===== config.mk =====
export PLATFORM = sky130hd
export DESIGN_NAME = rescale_relu_sched
export DESIGN_NICKNAME = d
export VERILOG_FILES = /design/src/rtl/rescale_relu_sched_pkg.sv /design/src/rtl/rescale_relu_sched_rr_arbiter.sv /design/src/rtl/rescale_relu_sched.sv
export SDC_FILE = /design/constraint.sdc
export NUM_CORES = 1
export LEC_CHECK = 0
export ABC_AREA = 0
export BUFFER_PORTS_ARGS = -buffer_cell sky130_fd_sc_hd__buf_4
export CAP_MARGIN = 20
export CORE_MARGIN = 2
export CORE_UTILIZATION = 61
export CTS_BUF_LIST = sky130_fd_sc_hd__clkbuf_16
export DETAILED_ROUTE_END_ITERATION = 7
export HOLD_SLACK_MARGIN = 0.06
export PLACE_DENSITY = 0.86
export SLEW_MARGIN = 20
export SYNTH_ARGS = -nofsm -noshare
export SYNTH_HDL_FRONTEND = slang
export SYNTH_SLANG_ARGS = --single-unit
export TNS_END_PERCENT = 10

===== constraint.sdc =====
create_clock -name clk -period 7.7 [get_ports clk]
set_input_delay 0.77 -clock clk [delete_from_list [all_inputs] [get_ports clk]]
set_output_delay 0.77 -clock clk [all_outputs]
set_load 0.05 [all_outputs]

===== src/rtl/rescale_relu_sched_pkg.sv =====
// rescale_relu_sched_pkg: shared state encoding, id-width helper and default constants
package rescale_relu_sched_pkg;

    typedef enum logic [1:0] {S_RUN, S_DRAIN, S_DONE} state_t;

    localparam int DEF_M0    = 59;
    localparam int DEF_SHIFT = 8;

    function automatic int id_w(input int n);
        return (n > 1) ? $clog2(n) : 1;
    endfunction

endpackage


===== src/rtl/rescale_relu_sched_rr_arbiter.sv =====
// rescale_relu_sched_rr_arbiter: round-robin grant starting at the pointer, pointer moves past
// the winner only when a grant is actually issued
module rescale_relu_sched_rr_arbiter
    import rescale_relu_sched_pkg::*;
#(
    parameter  int N_REQ = 4,
    localparam int ID_W  = id_w(N_REQ)
) (
    input  logic             clk,
    input  logic             rst,
    input  logic [N_REQ-1:0] req,
    input  logic             en,
    output logic [N_REQ-1:0] gnt,
    output logic [ID_W-1:0]  gnt_idx,
    output logic             gnt_any
);

    logic [ID_W-1:0] ptr;
    logic [ID_W-1:0] idx;

    // scan backwards so the last hit is the first requester at or after ptr
    always_comb begin
        gnt_any = 1'b0;
        gnt_idx = '0;
        idx     = '0;
        for (int k = N_REQ - 1; k >= 0; k--) begin
            idx = ptr + ID_W'(k);
            if (req[idx]) begin
                gnt_any = 1'b1;
                gnt_idx = idx;
            end
        end
    end

    assign gnt = (en && gnt_any) ? N_REQ'(1) << gnt_idx : '0;

    always_ff @(posedge clk or posedge rst) begin
        if (rst)
            ptr <= '0;
        else if (en && gnt_any)
            ptr <= gnt_idx + 1'b1;
    end

endmodule


===== src/rtl/rescale_relu_sched.sv =====
// rescale_relu_sched: shares one multiply/round-shift/ReLU/saturate path among N_REQ producers
// with flush/drain; RESCALE_SAT_CNT_EN adds a saturated-output counter sat_count
module rescale_relu_sched
    import rescale_relu_sched_pkg::*;
#(
    parameter  int N_REQ      = 4,
    parameter  int DATA_W     = 32,
    parameter  int M0_W       = 8,
    parameter  int SHIFT      = DEF_SHIFT,
    parameter  int OUT_W      = 8,
    parameter  int M0_DEFAULT = DEF_M0,
    localparam int ID_W       = id_w(N_REQ)
) (
    input  logic                    clk,
    input  logic                    rst,
    input  logic [N_REQ-1:0]        req_valid,
    input  logic [N_REQ*DATA_W-1:0] req_data,
    output logic [N_REQ-1:0]        req_ready,
    input  logic                    m0_wr_en,
    input  logic [ID_W-1:0]         m0_wr_idx,
    input  logic [M0_W-1:0]         m0_wr_data,
    input  logic                    flush,
    output logic                    flush_done,
    output logic                    out_valid,
    input  logic                    out_ready,
    output logic [OUT_W-1:0]        out_data,
    output logic [ID_W-1:0]         out_id,
`ifdef RESCALE_SAT_CNT_EN
    output logic                    busy,
    output logic [15:0]             sat_count
`else
    output logic                    busy
`endif
);

    localparam int P = DATA_W + M0_W;
    localparam logic signed [P:0] RND  = (P + 1)'(1) << (SHIFT - 1);
    localparam logic signed [P:0] MAXV = (P + 1)'((1 << OUT_W) - 1);

    state_t                   state, state_n;
    logic signed [M0_W-1:0]   m0 [N_REQ];
    logic                     s1_v;
    logic signed [P-1:0]      s1_prod;
    logic [ID_W-1:0]          s1_id;
    logic [ID_W-1:0]          gnt_idx;
    logic                     gnt_any;
    logic                     s2_load;
    logic                     s1_en;
    logic                     grant_en;
    logic                     take;
    logic signed [DATA_W-1:0] d_sel;
    logic signed [P:0]        r;

    assign s2_load  = !out_valid || out_ready;
    assign s1_en    = !s1_v || s2_load;
    assign grant_en = s1_en && state == S_RUN && !flush;
    assign take     = grant_en && gnt_any;
    assign d_sel    = req_data[gnt_idx*DATA_W +: DATA_W];
    assign r        = ($signed({s1_prod[P-1], s1_prod}) + RND) >>> SHIFT;
    assign busy     = s1_v || out_valid;

    rescale_relu_sched_rr_arbiter #(.N_REQ(N_REQ)) u_arb (
        .clk     (clk),
        .rst     (rst),
        .req     (req_valid),
        .en      (grant_en),
        .gnt     (req_ready),
        .gnt_idx (gnt_idx),
        .gnt_any (gnt_any)
    );

    always_ff @(posedge clk or posedge rst) begin
        if (rst)
            for (int i = 0; i < N_REQ; i++) m0[i] <= M0_W'(M0_DEFAULT);
        else if (m0_wr_en)
            m0[m0_wr_idx] <= m0_wr_data;
    end

    always_ff @(posedge clk or posedge rst) begin
        if (rst) begin
            s1_v    <= 1'b0;
            s1_prod <= '0;
            s1_id   <= '0;
        end else if (s1_en) begin
            s1_v <= take;
            if (take) begin
                s1_prod <= P'(d_sel) * P'(m0[gnt_idx]);
                s1_id   <= gnt_idx;
            end
        end
    end

    always_ff @(posedge clk or posedge rst) begin
        if (rst) begin
            out_valid <= 1'b0;
            out_data  <= '0;
            out_id    <= '0;
        end else if (s2_load) begin
            out_valid <= s1_v;
            if (s1_v) begin
                out_data <= (r < 0) ? '0 : (r > MAXV) ? '1 : r[OUT_W-1:0];
                out_id   <= s1_id;
            end
        end
    end

    always_comb begin
        state_n = (state == S_RUN)   ? (flush ? S_DRAIN : S_RUN) :
                  (state == S_DRAIN) ? ((!s1_v && !out_valid) ? S_DONE : S_DRAIN) :
                                       (flush ? S_DONE : S_RUN);
    end

    always_ff @(posedge clk or posedge rst) begin
        if (rst) begin
            state      <= S_RUN;
            flush_done <= 1'b0;
        end else begin
            state      <= state_n;
            flush_done <= state == S_DRAIN && state_n == S_DONE;
        end
    end

`ifdef RESCALE_SAT_CNT_EN
    logic out_sat;

    always_ff @(posedge clk or posedge rst) begin
        if (rst)
            out_sat <= 1'b0;
        else if (s2_load && s1_v)
            out_sat <= r > MAXV;
    end

    always_ff @(posedge clk or posedge rst) begin
        if (rst || flush_done)
            sat_count <= '0;
        else if (out_valid && out_ready && out_sat && sat_count != 16'hFFFF)
            sat_count <= sat_count + 1'b1;
    end
`endif

endmodule


==> flow_metrics.tcl, run 1 <==
set metrics [dict create \
    rows 54 \
    grt_pass1_wl_mm 57.9 \
    die_w_um 152 \
    ys_warn_count 0 \
    min_to "s1_id[0]" \
    end_kind "flop" \
    worstPathCellList "buf_4 > a21oi_1 > o21a_1 > o22ai_4 > inv_2 > nand2_1 > nand3_1 > nand2_1 > or2_2 > fa_1 > fa_1 > fa_1 > fa_1 > inv_1 > ha_1 > nand2_1 > or4b_1 > a21boi_2 > a21boi_1 > o31ai_1 > a31o_2 > a31oi_1 > or4b_1 > nand3_1" \
    cts_buffers 9 \
    totalNegativeSetupSlack_ns 0 \
    cts_tree "built" \
    ctsHoldBuffers 0 \
    vias 11800 \
    holdCritStartpoint "s1_id[0]" \
    r2r_cells 24 \
    hold_violations 0 \
    fmax_mhz 139 \
    ys_seq_elements 84 \
    worstPathRequired_ns 7.99 \
    dieArea_um2 23200 \
    drv_slew 0 \
    path_clk_slew_ns 0.08 \
    min_period_ns 7.20 \
    drtPass1Iterations 6 \
    rrSetupSlack_ns 0.51 \
    synth.top_cell.area_share 0.294 \
    fin_skew_ns 0.0182 \
    syn_nets 2100 \
    worstHoldPathCells 2 \
    antenna_left 0 \
    run_status "finished, final reports clean" \
    cap_violations 0 \
    synth_most_common_cell "nand2_1" \
    grt_max_degree 85 \
    synth_edf_count 0 \
    syn_inst 1676 \
    r2r_start "u_arb.ptr[1]" \
    cpMostUsedCell "fa_1" \
    area_growth_pct 14.6 \
    r2r_end "s1_prod[28]" \
    synth_area_leader_cell "fa_1" \
    slew_headroom 0.388 \
    ys_seq_area_frac 0.158 \
    clkLatencyLatePin_ns 0.36 \
    dp_hpwl_mm 27.9 \
    cts_buffer_depth 2 \
    worst_pin_slew_ns 0.911 \
    die_y_um 152 \
    crit_arrival_ns 7.48 \
    rsz0062_at_grt "no" \
    drc 0 \
    vias_per_cell 5.60 \
    post-route-period-util 0.935 \
    synth.distinct_cells 64 \
    drive_gt1_frac 0.170 \
    ys_async_sr_fraction 1.00 \
    antenna_found_initial 0 \
    drt-total-wl_mm 34.7 \
    slowest_delay_ns 0.56 \
    synth_area_leaders "fa_1 (29%), dfrtp_1 (12%), nand2_1 (7.7%)" \
    synth_commonest_cells "nand2_1 (277), inv_1 (268), nor2_1 (234)" \
    gr-total-overflow 0 \
    io_pins 164 \
    netlist_area_um2 13400 \
    grt_pass1_vias 12100 \
    synthFlopType "dfrtp_1" \
    drt_iter0_markers 908 \
    worstSetupPathType "in2reg" \
    post_cts_buffers 0 \
    grt_use_total 0.307 \
    worstHoldPathType "reg2reg" \
    nNetsFinal 2241 \
    synth_area_per_cell_um2 8.01 \
    start_util 0.619 \
    crit_path_top_delay_cell "fa_1" \
    post_drt_wl_per_cell_um 16.5 \
    htreeDepth 3 \
    finalSetupViolations 0 \
    path_max_fanout 36 \
    core_um2 21700 \
    portBuffers 163 \
    clk_root_buffer_cell "clkbuf_16" \
    antenna_cells 0 \
    place_congestion 0.928 \
    cp-start-kind "input pin" \
    clkSinkCount 84 \
    n_fill_cell 1649 \
]
per-layer routing:
metal,track usage,routed length [um],up-vias
li1,-,-,5535
met5,0,0,-
met1,0.405,14400,5606
met4,0.0890,867,0
met2,0.510,16300,568
met3,0.0731,3160,69
worst max-delay path by stage:
stage	from	to	slack (ns)
floorplan	req_valid[0]	s1_prod[37]	0.43
global placement	req_valid[0]	s1_prod[37]	0.26
detailed placement	req_valid[0]	s1_prod[37]	0.13
CTS	u_arb.ptr[1]	s1_prod[37]	0.41
global route	req_valid[0]	s1_prod[37]	0.11
finish	req_valid[0]	s1_prod[37]	0.50
final cells by class:
| class | instances | area, um^2 | area share |
|---|---|---|---|
| Clock buffer | 9 | 225 | 0.0146 |
| Clock inverter | 7 | 81.3 | 0.00529 |
| Inverter | 269 | 1010 | 0.0657 |
| Multi-Input combinational cell | 1257 | 10100 | 0.656 |
| Sequential cell | 84 | 2130 | 0.138 |
| Tap cell | 280 | 350 | 0.0228 |
| Timing Repair Buffer | 196 | 1500 | 0.0975 |
metrics by stage:
step	hold slack (ns)	area [um^2]	instances	setup slack, ns	util
finish	0.480	15400	2102	0.503	0.709
global route	0.526	15400	2102	0.109	0.709
CTS	0.488	15400	2102	0.407	0.709
detailed placement	0.469	15100	2086	0.129	0.695
global placement	0.459	15100	2086	0.256	0.695
floorplan	0.446	13400	1676	0.426	-
cell usage in the layout, fill, tap and decap left out, types with 4 or more instances in the layout:
cell type,instances
nand2_1,277
inv_1,267
nor2_1,234
fa_1,197
buf_4,193
ha_1,80
nand3_1,66
dfrtp_1,64
o21ai_0,43
a21oi_1,35
mux2_2,35
and2_1,33
xnor2_1,27
o21ai_1,27
a21o_1,20
xor2_1,20
dfstp_2,20
and3_1,15
or2_2,15
nand2b_1,12
nand4_1,11
nor3_1,10
o21ai_2,9
clkbuf_16,9
o211ai_1,8
o31ai_1,7
a31oi_1,7
a31o_2,6
or3_1,5
nor2b_1,4
a211oi_1,4
mux2i_1,4
critical path: cells and delay by family:
kind                     cells  cell delay, ns
buffers and inverters        3            0.65
AO/OA/AOI/OAI                8            1.64
AND/OR/NAND/NOR              8            1.97
adder cells (fa/ha/maj)      5            2.43
state kept, by name, indices dropped and copies added (netlist names):
name	cells
flush_done	1
m0	32
out_data	8
out_id	2
out_valid	1
s1_id	2
s1_prod	33
s1_v	1
state	2
u_arb.ptr	2
repair_timing:
item / 4_1_cts / 5_1_grt
setup endpoints to repair: 0 / 4
hold endpoints to repair: 0 / 0
gates resized for setup: 0 / 2
logic make-up (layout without fill, tap and decap cells):
| group | count (synthesis) | after routing | synth area share |
|---|---|---|---|
| simple gates | 701 | 701 | 0.227 |
| buf+inv | 335 | 481 | 0.0940 |
| fa+ha+maj | 277 | 277 | 0.368 |
| compound gates | 193 | 193 | 0.0895 |
| flops | 84 | 84 | 0.158 |
| xor+xnor | 47 | 47 | 0.0307 |
| mux | 39 | 39 | 0.0323 |
Power of run 1 is left out: the tool's default activity adds up to more than one toggle a clock period on the data nets, which glitch-free logic cannot reach.
==> inputs of run 2 (changes only) <==
--- a/config.mk
+++ b/config.mk
@@ -11,11 +11,13 @@
 export CORE_MARGIN = 2
 export CORE_UTILIZATION = 61
 export CTS_BUF_LIST = sky130_fd_sc_hd__clkbuf_16
+export CTS_CLUSTER_DIAMETER = 40
 export DETAILED_ROUTE_END_ITERATION = 7
 export HOLD_SLACK_MARGIN = 0.06
 export PLACE_DENSITY = 0.86
 export SLEW_MARGIN = 20
 export SYNTH_ARGS = -nofsm -noshare
 export SYNTH_HDL_FRONTEND = slang
+export SYNTH_HIERARCHICAL = 1
 export SYNTH_SLANG_ARGS = --single-unit
 export TNS_END_PERCENT = 10
==> flow_metrics.tcl, run 2 <==
set metrics [dict create \
    dieArea_um2 22900 \
    netlist_area_um2 13300 \
    hold_ws_ns 0.270 \
    largest_register "s1_prod" \
    ys_warn_count 6 \
    ys_seq_area_frac 0.160 \
    drtPass1Iterations 5 \
    drv_slew 0 \
    grt_use_total 0.306 \
    cts.repair.resized 0 \
    antenna_cells 0 \
    crit_arrival_ns 7.53 \
    cp-start-kind "input pin" \
    cts_buffers 9 \
    r2r_cells 23 \
    grt_pass1_wl_mm 54.6 \
    synth_area_leader_cell "fa_1" \
    portBuffers 163 \
    cts_tree "built" \
    worst_pin_slew_ns 0.932 \
    vias_per_cell 5.67 \
    largest_register_ffs 33 \
    min_period_ns 7.23 \
    layout_common_cells "inv_1 (271), buf_4 (201), fa_1 (197)" \
    syn_inst 1469 \
    core_um2 21200 \
    vias 10800 \
    nNetsFinal 2054 \
    worstHoldPathType "in2async" \
    drive_gt1_frac 0.206 \
    drt_iter0_markers 614 \
    final_common_cell "inv_1" \
    antenna_found_initial 0 \
    finalSetupViolations 0 \
    worstPathRequired_ns 8.00 \
    path_clk_slew_ns 0.07 \
    dp_hpwl_mm 27.0 \
    post_cts_buffers 0 \
    rows 53 \
    grt_pass1_vias 11500 \
    largestRegisters "s1_prod x33, m0 x32, out_data x8" \
    fin_skew_ns 0.00809 \
    synth_edf_count 0 \
    worstSetupPathType "in2reg" \
    start_util 0.627 \
    post-route-period-util 0.939 \
    area_growth_pct 15.7 \
    worst_slack_ns 0.469 \
    io_pins 164 \
    totalNegativeSetupSlack_ns 0 \
    synth.distinct_cells 67 \
    synth.top_cell.area_share 0.298 \
    run_status "finished, final reports clean" \
    clkLatencyLatePin_ns 0.36 \
    place_ws_ns 0.207 \
    synth_commonest_cells "inv_1 (272), fa_1 (197), nor2_1 (181)" \
    htreeDepth 3 \
    synth_most_common_cell "inv_1" \
    slew_headroom 0.362 \
    fmax_mhz 138 \
    ctsHoldBuffers 0 \
    cap_violations 0 \
    synthFlopType "dfrtp_1" \
    gr-total-overflow 0 \
    post_drt_wl_per_cell_um 17.2 \
    rsz0062_at_grt "no" \
    die_w_um 151 \
    clkSinkCount 84 \
    path_max_fanout 18 \
    antenna_left 0 \
    clk_root_buffer_cell "clkbuf_16" \
    hold_violations 0 \
    cts_buffer_depth 2 \
    syn_nets 1889 \
    end_kind "flop" \
    grt_max_degree 83 \
    drt-total-wl_mm 32.9 \
    die_y_um 151 \
    synth_area_leaders "fa_1 (30%), dfrtp_1 (12%), inv_1 (7.7%)" \
    ys_async_sr_fraction 1.00 \
    ys_seq_elements 84 \
    drc 0 \
    place_congestion 0.926 \
    synth_area_per_cell_um2 9.02 \
]
-- run 2: cells by family after synthesis --
group	share of synthesized area
mux	0.0957
xor+xnor	0.0278
buf+inv	0.0931
flops	0.160
fa+ha+maj	0.369
simple gates	0.168
compound gates	0.0859
-- run 2: layout make-up --
| type | count | area [um^2] |
|---|---|---|
| clock inverters | 7 | 76.3 |
| fillers | 1516 | 5820 |
| well taps | 275 | 344 |
| inverters | 272 | 1020 |
| clock buffers | 9 | 225 |
| flip-flops and latches | 84 | 2130 |
| repair buffers | 207 | 1620 |
| multi-input cells | 1060 | 9920 |
-- run 2: final timing paths --
check                             start      endpoint  slack [ns]
min                                 rst  u_arb/ptr[1]        0.27
max in group asynchronous           rst        m0[31]        6.58
min reg2reg                 out_data[5]   out_data[5]        0.48
max                        req_valid[1]   s1_prod[29]        0.47
min in group clk            out_data[5]   out_data[5]        0.48
max reg2reg                u_arb/ptr[0]   s1_prod[29]        0.66
-- run 2: through the flow --
stage                util  instance area (um^2)  std cells
floorplan               -                 13300       1469
global placement    0.710                 15000       1898
detailed placement  0.710                 15000       1898
CTS                 0.725                 15300       1914
global route        0.725                 15300       1914
finish              0.725                 15300       1914
-- run 2: critical path, stage by stage --
cell and delay [ns]:
buf_4 0.12, nand2b_1 0.16, a21oi_1 0.16, o32a_4 0.38
buf_4 0.25, mux2_2 0.35, o21ai_1 0.57, nor2_1 0.13
fa_1 0.55, fa_1 0.44, fa_1 0.54, inv_1 0.05
fa_1 0.53, inv_1 0.05, ha_1 0.34, a21oi_1 0.15
o21ai_1 0.12, a221oi_1 0.43, a21o_1 0.23, a21oi_1 0.17
o21bai_1 0.27, a21oi_1 0.15, or4_1 0.52, nand3_1 0.08
-- run 2: metal layers --
metal | GRT usage | vias to the layer above | share of wire
met5 | 0 | - | 0
met4 | 0.103 | 0 | 0.030
met3 | 0.0702 | 86 | 0.085
met2 | 0.517 | 514 | 0.48
met1 | 0.391 | 5259 | 0.40
li1 | - | 4990 | -
Power of run 2 is left out for the same reason.
==> inputs of run 3 (changes only) <==
--- a/config.mk
+++ b/config.mk
@@ -14,7 +14,7 @@
 export CTS_CLUSTER_DIAMETER = 40
 export DETAILED_ROUTE_END_ITERATION = 7
 export HOLD_SLACK_MARGIN = 0.06
-export PLACE_DENSITY = 0.86
+export PLACE_DENSITY = 0.83
 export SLEW_MARGIN = 20
 export SYNTH_ARGS = -nofsm -noshare
 export SYNTH_HDL_FRONTEND = slang
==> flow_metrics.tcl, run 3 (synthesized netlist as in run 2, its figures left out) <==
set metrics [dict create \
    clk_root_buffer_cell "clkbuf_16" \
    cts.repair.resized 0 \
    cts_tree "built" \
    worstPathRequired_ns 7.95 \
    htreeDepth 3 \
    drc 0 \
    grt_max_degree 83 \
    die_w_um 151 \
    drv_slew 0 \
    vias_per_cell 5.64 \
    n_fill_cell 1473 \
    clkSinkCount 84 \
    layout_common_cells "inv_1 (271), buf_4 (200), fa_1 (197)" \
    drive_gt1_frac 0.205 \
    dp_hpwl_mm 26.8 \
    post_cts_buffers 0 \
    fmax_mhz 140 \
    cpMostUsedCell "fa_1" \
    worstHoldPathType "in2async" \
    drtPass1Iterations 5 \
    post_drt_wl_per_cell_um 17.2 \
    fin_skew_ns 0.0169 \
    die_y_um 151 \
    ctsHoldBuffers 0 \
    io_pins 164 \
    grt_use_total 0.306 \
    crit_path_top_delay_cell "o21ai_2" \
    grt_pass1_vias 11400 \
    min_period_ns 7.17 \
    cts_buffer_depth 2 \
    worst_pin_slew_ns 0.832 \
    crit_family "compound AO/OA/AOI/OAI gates" \
    crit_arrival_ns 7.42 \
    path_max_fanout 14 \
    antenna_cells 0 \
    drt-total-wl_mm 32.8 \
    clkLatencyLatePin_ns 0.37 \
    start_util 0.627 \
    gr-total-overflow 0 \
    nNetsFinal 2052 \
    dieArea_um2 22900 \
    finalSetupViolations 0 \
    place_congestion 0.949 \
    vias 10800 \
    antenna_left 0 \
    largestRegisters "s1_prod x33, m0 x32, out_data x8" \
    drt_iter0_markers 700 \
    rows 53 \
    multi_input_area_um2 9920 \
    hold_violations 0 \
    area_growth_pct 15.5 \
    final_common_cell "inv_1" \
    totalNegativeSetupSlack_ns 0 \
    path_clk_slew_ns 0.07 \
    largest_register "s1_prod" \
    grt_pass1_wl_mm 54.5 \
    path_buf_inv 4 \
    largest_register_ffs 33 \
    core_um2 21200 \
    cts_buffers 9 \
    portBuffers 163 \
    worstSetupPathType "in2reg" \
    cap_violations 0 \
    post-route-period-util 0.931 \
    run_status "finished, final reports clean" \
    antenna_found_initial 0 \
    cp-start-kind "input pin" \
    rsz0062_at_grt "no" \
    slowest_delay_ns 0.58 \
    register_area_um2 2130 \
    end_kind "flop" \
    slew_headroom 0.445 \
    worstPathCellList "buf_4 > nand2b_1 > a21oi_1 > o32a_4 > mux2_2 > o21ai_2 > buf_4 > nor2b_1 > fa_1 > fa_1 > fa_1 > inv_1 > fa_1 > inv_1 > ha_1 > nand2_1 > o21ai_1 > a221oi_1 > a21o_1 > a21oi_1 > o21bai_1 > a21boi_0 > nor3_1 > o31ai_1" \
]
==> run 3: cell types whose count changed in the layout (fill, tap and decap cells not counted), sizes merged <==
cell / previous run / this run
clkinv: 5 / 4
inv: 274 / 275
buf: 207 / 205
==> run 3: per-layer routing <==
metal	up-vias	share of wire	GRT usage
met4	0	0.027	0.106
met1	5250	0.41	0.397
met5	-	0	0
met2	475	0.49	0.515
met3	68	0.078	0.0620
li1	4994	-	-
==> run 3: final cells by class <==
cell class	count	share of cell area
multi-input combinational	1060	0.648
tap	275	0.0225
clock inverter	7	0.00499
clock buffer	9	0.0147
timing repair buffer	205	0.104
inverter	272	0.0668
sequential	84	0.139
==> run 3: path summary, 6_finish.rpt <==
| kind | end | depth (start not counted) | slack (ns) | from |
|---|---|---|---|---|
| min reg2reg | out_data[2] | 1 | 0.48 | out_data[2] |
| max in group asynchronous | m0[10] | 3 | 6.54 | rst |
| min | u_arb/ptr[0] | 2 | 0.29 | rst |
| min in group clk | out_data[2] | 1 | 0.48 | out_data[2] |
| max reg2reg | s1_prod[27] | 22 | 0.70 | u_arb/ptr[1] |
| max | s1_prod[27] | 24 | 0.53 | req_valid[1] |
==> run 3: metrics by stage <==
stage	hold slack [ns]	area (um^2)	setup slack, ns	util	std cells
after floorplan	0.442	13300	0.173	-	1469
after global placement	0.452	15000	0.446	0.709	1896
after detailed placement	0.463	15000	0.282	0.709	1896
after CTS	0.280	15300	0.617	0.723	1912
after global routing	0.291	15300	0.147	0.724	1912
final	0.287	15300	0.533	0.724	1912
Power of run 3 is left out for the same reason.
